`src/rtl/bmf_pkg.sv`:
```
// Shared types and the Boolean/GF(2) semiring column product for the BMF H decoder.
package bmf_pkg;

  typedef enum logic [1:0] {StRun, StDrain, StCfg} state_e;

  // Upper bound on K supported by semiring_col (operands are zero-extended to this width).
  localparam int unsigned MaxK = 32;

  // One output bit: OR (or XOR when gf2) over i of k[i] AND hcol[i].
  function automatic logic semiring_col(input logic [MaxK-1:0] k,
                                        input logic [MaxK-1:0] hcol,
                                        input logic            gf2);
    logic [MaxK-1:0] terms;
    terms = k & hcol;
    return gf2 ? ^terms : |terms;
  endfunction

endpackage

```
`src/rtl/bmf_pipe_stage.sv`:
```
// Valid/ready register slice; accepts whenever empty or being drained this cycle.
module bmf_pipe_stage #(
  parameter int unsigned Width = 8
) (
  input  logic             clk,
  input  logic             rst,
  input  logic             in_valid,
  output logic             in_ready,
  input  logic [Width-1:0] in_data,
  output logic             out_valid,
  input  logic             out_ready,
  output logic [Width-1:0] out_data
);

  logic             valid_q;
  logic [Width-1:0] data_q;

  assign in_ready  = !valid_q || out_ready;
  assign out_valid = valid_q;
  assign out_data  = data_q;

  always_ff @(posedge clk or posedge rst) begin
    if (rst) begin
      valid_q <= 1'b0;
      data_q  <= '0;
    end else if (in_ready) begin
      valid_q <= in_valid;
      if (in_valid) data_q <= in_data;
    end
  end

endmodule

```
`src/rtl/bmf_h_decoder.sv`:
```
// Boolean matrix-factorisation decoder: out_y = in_k (x) H over a 2-stage valid/ready pipeline.
// Optional macro BMF_GF2_MODE_EN adds a per-vector mode_gf2 input selecting XOR accumulation.
module bmf_h_decoder import bmf_pkg::*; #(
  parameter int unsigned K = 4,
  parameter int unsigned M = 5,
  localparam int unsigned RowW = (K > 1) ? $clog2(K) : 1
) (
  input  logic            clk,
  input  logic            rst,
`ifdef BMF_GF2_MODE_EN
  input  logic            mode_gf2,
`endif
  input  logic            in_valid,
  output logic            in_ready,
  input  logic [K-1:0]    in_k,
  output logic            out_valid,
  input  logic            out_ready,
  output logic [M-1:0]    out_y,
  input  logic            cfg_req,
  output logic            cfg_ack,
  input  logic            cfg_we,
  input  logic [RowW-1:0] cfg_row,
  input  logic [M-1:0]    cfg_data
);

`ifdef BMF_GF2_MODE_EN
  localparam int unsigned S1W = K + 1;
`else
  localparam int unsigned S1W = K;
`endif

  state_e              state_q, state_d;
  logic [K-1:0][M-1:0] h_q;
  logic                s1_in_valid, s1_in_ready, s1_valid, s2_in_ready;
  logic [S1W-1:0]      s1_in_data, s1_data;
  logic [K-1:0]        s1_k;
  logic                gf2;
  logic [M-1:0]        prod;
  logic [MaxK-1:0]     col;

`ifdef BMF_GF2_MODE_EN
  assign s1_in_data = {mode_gf2, in_k};
  assign s1_k       = s1_data[K-1:0];
  assign gf2        = s1_data[K];
`else
  assign s1_in_data = in_k;
  assign s1_k       = s1_data;
  assign gf2        = 1'b0;
`endif

  assign in_ready    = (state_q == StRun) && s1_in_ready;
  assign s1_in_valid = in_valid && (state_q == StRun);
  assign cfg_ack     = (state_q == StCfg);

  always_ff @(posedge clk or posedge rst) begin
    if (rst) state_q <= StRun;
    else     state_q <= state_d;
  end

  always_comb begin
    state_d = state_q;
    unique case (state_q)
      StRun:   if (cfg_req) state_d = StDrain;
      StDrain: begin
        if (!cfg_req)                    state_d = StRun;
        else if (!s1_valid && !out_valid) state_d = StCfg;
      end
      StCfg:   if (!cfg_req) state_d = StRun;
      default: state_d = StRun;
    endcase
  end

  // H only changes in CFG, which is entered with both stages empty and no new input accepted.
  always_ff @(posedge clk or posedge rst) begin
    if (rst) begin
      h_q <= '0;
    end else if ((state_q == StCfg) && cfg_we && (32'(cfg_row) < K)) begin
      h_q[cfg_row] <= cfg_data;
    end
  end

  always_comb begin
    prod = '0;
    col  = '0;
    for (int unsigned j = 0; j < M; j++) begin
      col = '0;
      for (int unsigned i = 0; i < K; i++) col[i] = h_q[i][j];
      prod[j] = semiring_col(MaxK'(s1_k), col, gf2);
    end
  end

  bmf_pipe_stage #(
    .Width(S1W)
  ) u_s1 (
    .clk      (clk),
    .rst      (rst),
    .in_valid (s1_in_valid),
    .in_ready (s1_in_ready),
    .in_data  (s1_in_data),
    .out_valid(s1_valid),
    .out_ready(s2_in_ready),
    .out_data (s1_data)
  );

  bmf_pipe_stage #(
    .Width(M)
  ) u_s2 (
    .clk      (clk),
    .rst      (rst),
    .in_valid (s1_valid),
    .in_ready (s2_in_ready),
    .in_data  (prod),
    .out_valid(out_valid),
    .out_ready(out_ready),
    .out_data (out_y)
  );

endmodule

```
`config.mk`:
```
export PLATFORM = sky130hd
export DESIGN_NAME = bmf_h_decoder
export DESIGN_NICKNAME = d
export VERILOG_FILES = /design/src/rtl/bmf_pkg.sv /design/src/rtl/bmf_pipe_stage.sv /design/src/rtl/bmf_h_decoder.sv
export SDC_FILE = /design/constraint.sdc
export NUM_CORES = 1
export LEC_CHECK = 0
export ABC_AREA = 1
export CAP_MARGIN = 20
export CORE_ASPECT_RATIO = 0.7
export CORE_MARGIN = 5
export CORE_UTILIZATION = 55
export CTS_CLUSTER_SIZE = 12
export DETAILED_ROUTE_END_ITERATION = 12
export GPL_ROUTABILITY_DRIVEN = 0
export GPL_TIMING_DRIVEN = 0
export PLACE_DENSITY = 0.9
export SYNTH_ARGS = -nofsm -noshare
export SYNTH_HDL_FRONTEND = slang
export SYNTH_SLANG_ARGS = --single-unit
```
`constraint.sdc`:
```
create_clock -name clk -period 3.36 [get_ports clk]
set_clock_uncertainty 0.05 [all_clocks]
set_input_delay 0.84 -clock clk [delete_from_list [all_inputs] [get_ports clk]]
set_output_delay 0.84 -clock clk [all_outputs]
set_load 0.02 [all_outputs]
```
Yosys cells after proc, flatten, opt, wreduce, memory -nomap -nowiden
Cells that the tools add are included.

cells by class
  muxes and demuxes = 8
  eq/ne operators = 5
  order comparisons = 2
  reductions and logical operators = 18
  bitwise operators = 5

operators with widths
  operator                                                                              number
  32-bit OR reduction                                                                   5
  4-bit bitwise AND                                                                     5
  20-bit bitwise mux                                                                    1
  5-bit demux with 2-bit select                                                         1
  2-bit two-way mux                                                                     4
  2-bit one-hot mux with 3 select lines                                                 1
  1-bit logical AND                                                                     5
  5-bit two-way mux                                                                     1
  2-bit inequality test (second input constant)                                         2
  2-bit AND reduction                                                                   2
  2-bit by 3-bit less-than comparator with 1-bit output (second input constant)         1
  3-bit inequality test (second input constant)                                         1
  3-bit AND reduction                                                                   1
  2-bit by 1-bit == test with 1-bit output (second input constant)                      1
  2-bit == test (second input constant)                                                 1
  2-bit by 1-bit greater-or-equal comparator with 1-bit output (second input constant)  1
  1-bit zero test                                                                       2
  2-bit zero test                                                                       1
  1-bit logical OR                                                                      2

storage, ports and cells
  flip-flop bits (word level) = 33
  word-level logic and storage cells = 47

Logic depth before layout (Yosys ltp)
  depth after elaboration = 5
  gate-level depth with buffers = 6
  depth with buffers taken out = 6

Modules after synthesis
Synthesis repeated with hierarchy kept, for this count alone.

second synthesis, totals
  cells, all modules = 194
  area total of the unflattened synthesis = 1587.8 um^2

by module, submodules not included
  module                 sequential area each (um^2)  times used  cells an instance  area an instance (um^2)
  bmf_h_decoder          550.5                        1           146                1137.3
  bmf_pipe_stage (u_s2)  150.1                        1           26                 241.5
  bmf_pipe_stage (u_s1)  125.1                        1           22                 209.0

Worst setup path after synthesis
OpenSTA, ideal clock, no wires.

  path kind = in2out
  start = input out_ready
  end = output in_ready
  stages on the path = 4
  path buffers = 0
  arrival = 1250 ps
  setup slack = 1220 ps
  data required time = 2470 ps
  cells stage by stage = inv_1 nand3_1 nand2_1 inv_1

between the ends
  cells in the longest elaborated chain, start to end = 3

RTL lines
  what                            RTL line              source
  start: declaration              bmf_h_decoder.sv:17   input logic out_ready,
  1-bit logical OR (2 in series)  bmf_pipe_stage.sv:18  assign in_ready = !valid_q || out_ready;
  1-bit logical AND               bmf_h_decoder.sv:51   assign in_ready = (state_q == StRun) && s1_in_ready;
  end: declaration                bmf_h_decoder.sv:14   output logic in_ready,

No other way between the ends.

Worst setup path after layout
Ends and elaborated chain as after synthesis.

==> summary.md <==
| Metric | Value |
|---|---|
| Post-DP HPWL | 2.56 mm |
| Fmax | 0.315 GHz |
| WL final | 3.35 mm |
| Rows | 15 |
| PortBufs | 23 |
| Initial antenna violation count | 0 |
| Number of setup buffers added after CTS | 0 |
| Relative slew slack | 0.590 |
| CTS Sinks | 33 |
| Share of cells above drive strength 1 | 0.0556 |
| Commonest non-fill, non-tap cells in the layout | 102 x nand2_1, 33 x dfrtp_1, 23 x clkdlybuf4s50_1, 15 x o21ai_0, 9 x nand4_1 |
| Tcrit/Tclk final | 0.946 |
| Fin util | 0.736 |
| GR Overflow Total | 0 |
| Critical Path AT | 2290 ps |
| Worst Hold Path EP | u_s2.out_data[0]$_DFFE_PP0P_ |
| Pin count of the biggest net entering global routing | 21 |
| R2R Setup Slk | 2090 ps |
| Fin. max-slew vios | 0 |
| Crit Path Max Fanout | 7 |
| N_diodes | 0 |
| Post-route ant nets | 0 |
| Starting DRT DRC Count | 76 |
| Final Net Count | 232 |
| DIE HEIGHT | 53.3 um |
| GRT Overall Usage | 0.204 |
| Final Hold Fails | 0 |
| Initial DRT Pass Iterations | 4 |
| Sequential cell area | 826 sq um |
| Filler cells | 166 |
| Fin crit period | 3180 ps |
| DRC violations left | 0 |
| Worst EP required | 2470 ps |
| Core area | 2510 sq um |
| Yosys warnings | 0 |
| Initial Utilization | 0.585 |
| Critical path class | in2out |
| Vias in the first global route | 1271 |
| Seq cells post-synth | 33 |
| Area Overhead vs Synth | 25.9% |
| Cell variety after synth | 15 |
| Seq/Total Area, Yosys | 0.561 |
| Maxcap violations | 0 |
| Syn nets | 201 |
| Hold_sp | u_s2.out_data[0]$_DFFE_PP0P_ |
| Via Count | 1335 |
| Bufs on Longest Clock Path | 2 |
| Syn Std Cell Area | 1470 sq um |
| Vias/cell | 5.34 |
| P_leak | 0.986 nW |
| Die Width | 71.8 um |
| Status | complete, no violations |
| Root Buffer | clkbuf_8 |
| Footprint of the multi-input gates | 603 sq um |
| Commonest non-fill, non-tap cell in the layout | nand2_1 |
| Fin Setup TNS | 0 ps |
| Reg-to-Reg Start | state_q[0]$_DFFE_PP0P_ |
| CTS resizes | 0 |
| Mean area per synthesized cell | 8.00 sq um |
| Global-route wire length before repair | 5.69 mm |
| CTS tree | yes |
| Cell Pwr Density | 704 nW/um^2 |
| RSZ-0062 raised after global routing | no |
| Critical Path End Type | output port |
| Worst reg2reg path depth | 4 |
| CTS clk-pin slew, worst paths | 60 ps |
| Num CTS Buffers | 5 |
| Die Footprint | 3830 sq um |
| Io pins | 25 |
| WL/cell | 13.4 um |
| Hold buffer count at CTS | 0 |
| Peak VDD IR | 0.405 mV |
| Hold crit path type | reg2reg |
| Clk_lat worst skew | 280 ps |
| Startpoint types | input pin |
| Post-Synthesis Cells | 184 |
| H-Tree Depth | 2 |
| Hold-critical path depth | 2 |
| Slew @ Worst Pin | 615 ps |
| R2R Path End | u_s1.out_data[3]$_DFFE_PP0P_ |
| Final setup viols | 0 |
stage by stage:
stage / worst slack (ps) / hold slack, ps / area [sq um] / total power, mW / instances
3_3_place_gp: 211 / 411 / 1740 / 1.00 / 241
2_1_floorplan: 1220 / 392 / 1470 / 0.855 / 184
3_5_place_dp: 187 / 423 / 1770 / 1.03 / 242
4_1_cts: 175 / 439 / 1850 / 1.30 / 250
5_1_grt: 109 / 450 / 1850 / 1.39 / 250
6_report: 181 / 435 / 1850 / 1.30 / 250
cell families (layout without fill, tap and decap cells):
family | Yosys count | count (layout) | synth area share
AND/OR/NAND/NOR | 124 | 124 | 0.352
buffers and inverters | 10 | 42 | 0.0289
flip-flops | 33 | 33 | 0.561
AO/OA/AOI/OAI | 17 | 17 | 0.0578
where the power goes:
part	internal [mW]	switching, mW	total, mW
registers	0.527	0.114	0.641
logic	0.163	0.223	0.386
clock network	0.147	0.129	0.276
total	0.837	0.466	1.30
metal layers:
layer  global-route usage  vias to the layer above  part of all wire
met5                    0                        -                 0
met4               0.0875                        0             0.021
met3               0.0740                       10             0.085
met2                0.309                       52              0.45
met1                0.263                      623              0.44
li1                     -                      650                 -
flip-flops by register name, indices dropped and copies added (netlist names):
register and flops:
col 4, h_q 16, state_q 2, u_s1.out_data 4, u_s1.out_valid 1, u_s2.out_data 5, u_s2.out_valid 1
worst max-delay path by stage:
| stage | startpoint | to | slack (ps) | depth (start not counted) |
|---|---|---|---|---|
| final | out_ready | in_ready | 180 | 6 |
| after global routing | out_ready | in_ready | 110 | 6 |
| after CTS | out_ready | in_ready | 170 | 6 |
| after detailed placement | out_ready | in_ready | 190 | 6 |
| after global placement | out_ready | in_ready | 210 | 6 |
| after floorplan | out_ready | in_ready | 1220 | 4 |
worst max-delay path, cell delays in order:
cell             delay [ps]
clkdlybuf4s50_1         450
inv_1                    50
nand3_1                 220
nand2_1                  80
inv_1                    60
clkdlybuf4s50_1         590
cells in the mapped netlist:
cell,instances,area share
and3_2,1,0.0051
clkbuf_2,1,0.0034
a21oi_1,1,0.0034
o21ai_0,15,0.051
nand2_1,102,0.26
buf_4,1,0.0051
nand4_1,9,0.038
nand3_1,2,0.0068
nand3b_1,1,0.0051
nor2_4,1,0.0077
dfrtp_1,33,0.56
o21ai_1,1,0.0034
nand3_2,2,0.014
nor2_1,6,0.015
inv_1,8,0.020
final cells by class:
cell class,count,share of cell area
plain buffers,2,0.00676
clock buffers,8,0.0432
repair buffers,24,0.139
well taps,34,0.0230
multi-input cells,141,0.326
flip-flops and latches,33,0.446
inverters,8,0.0162
Note: power is estimated with default switching activity, not from simulation.
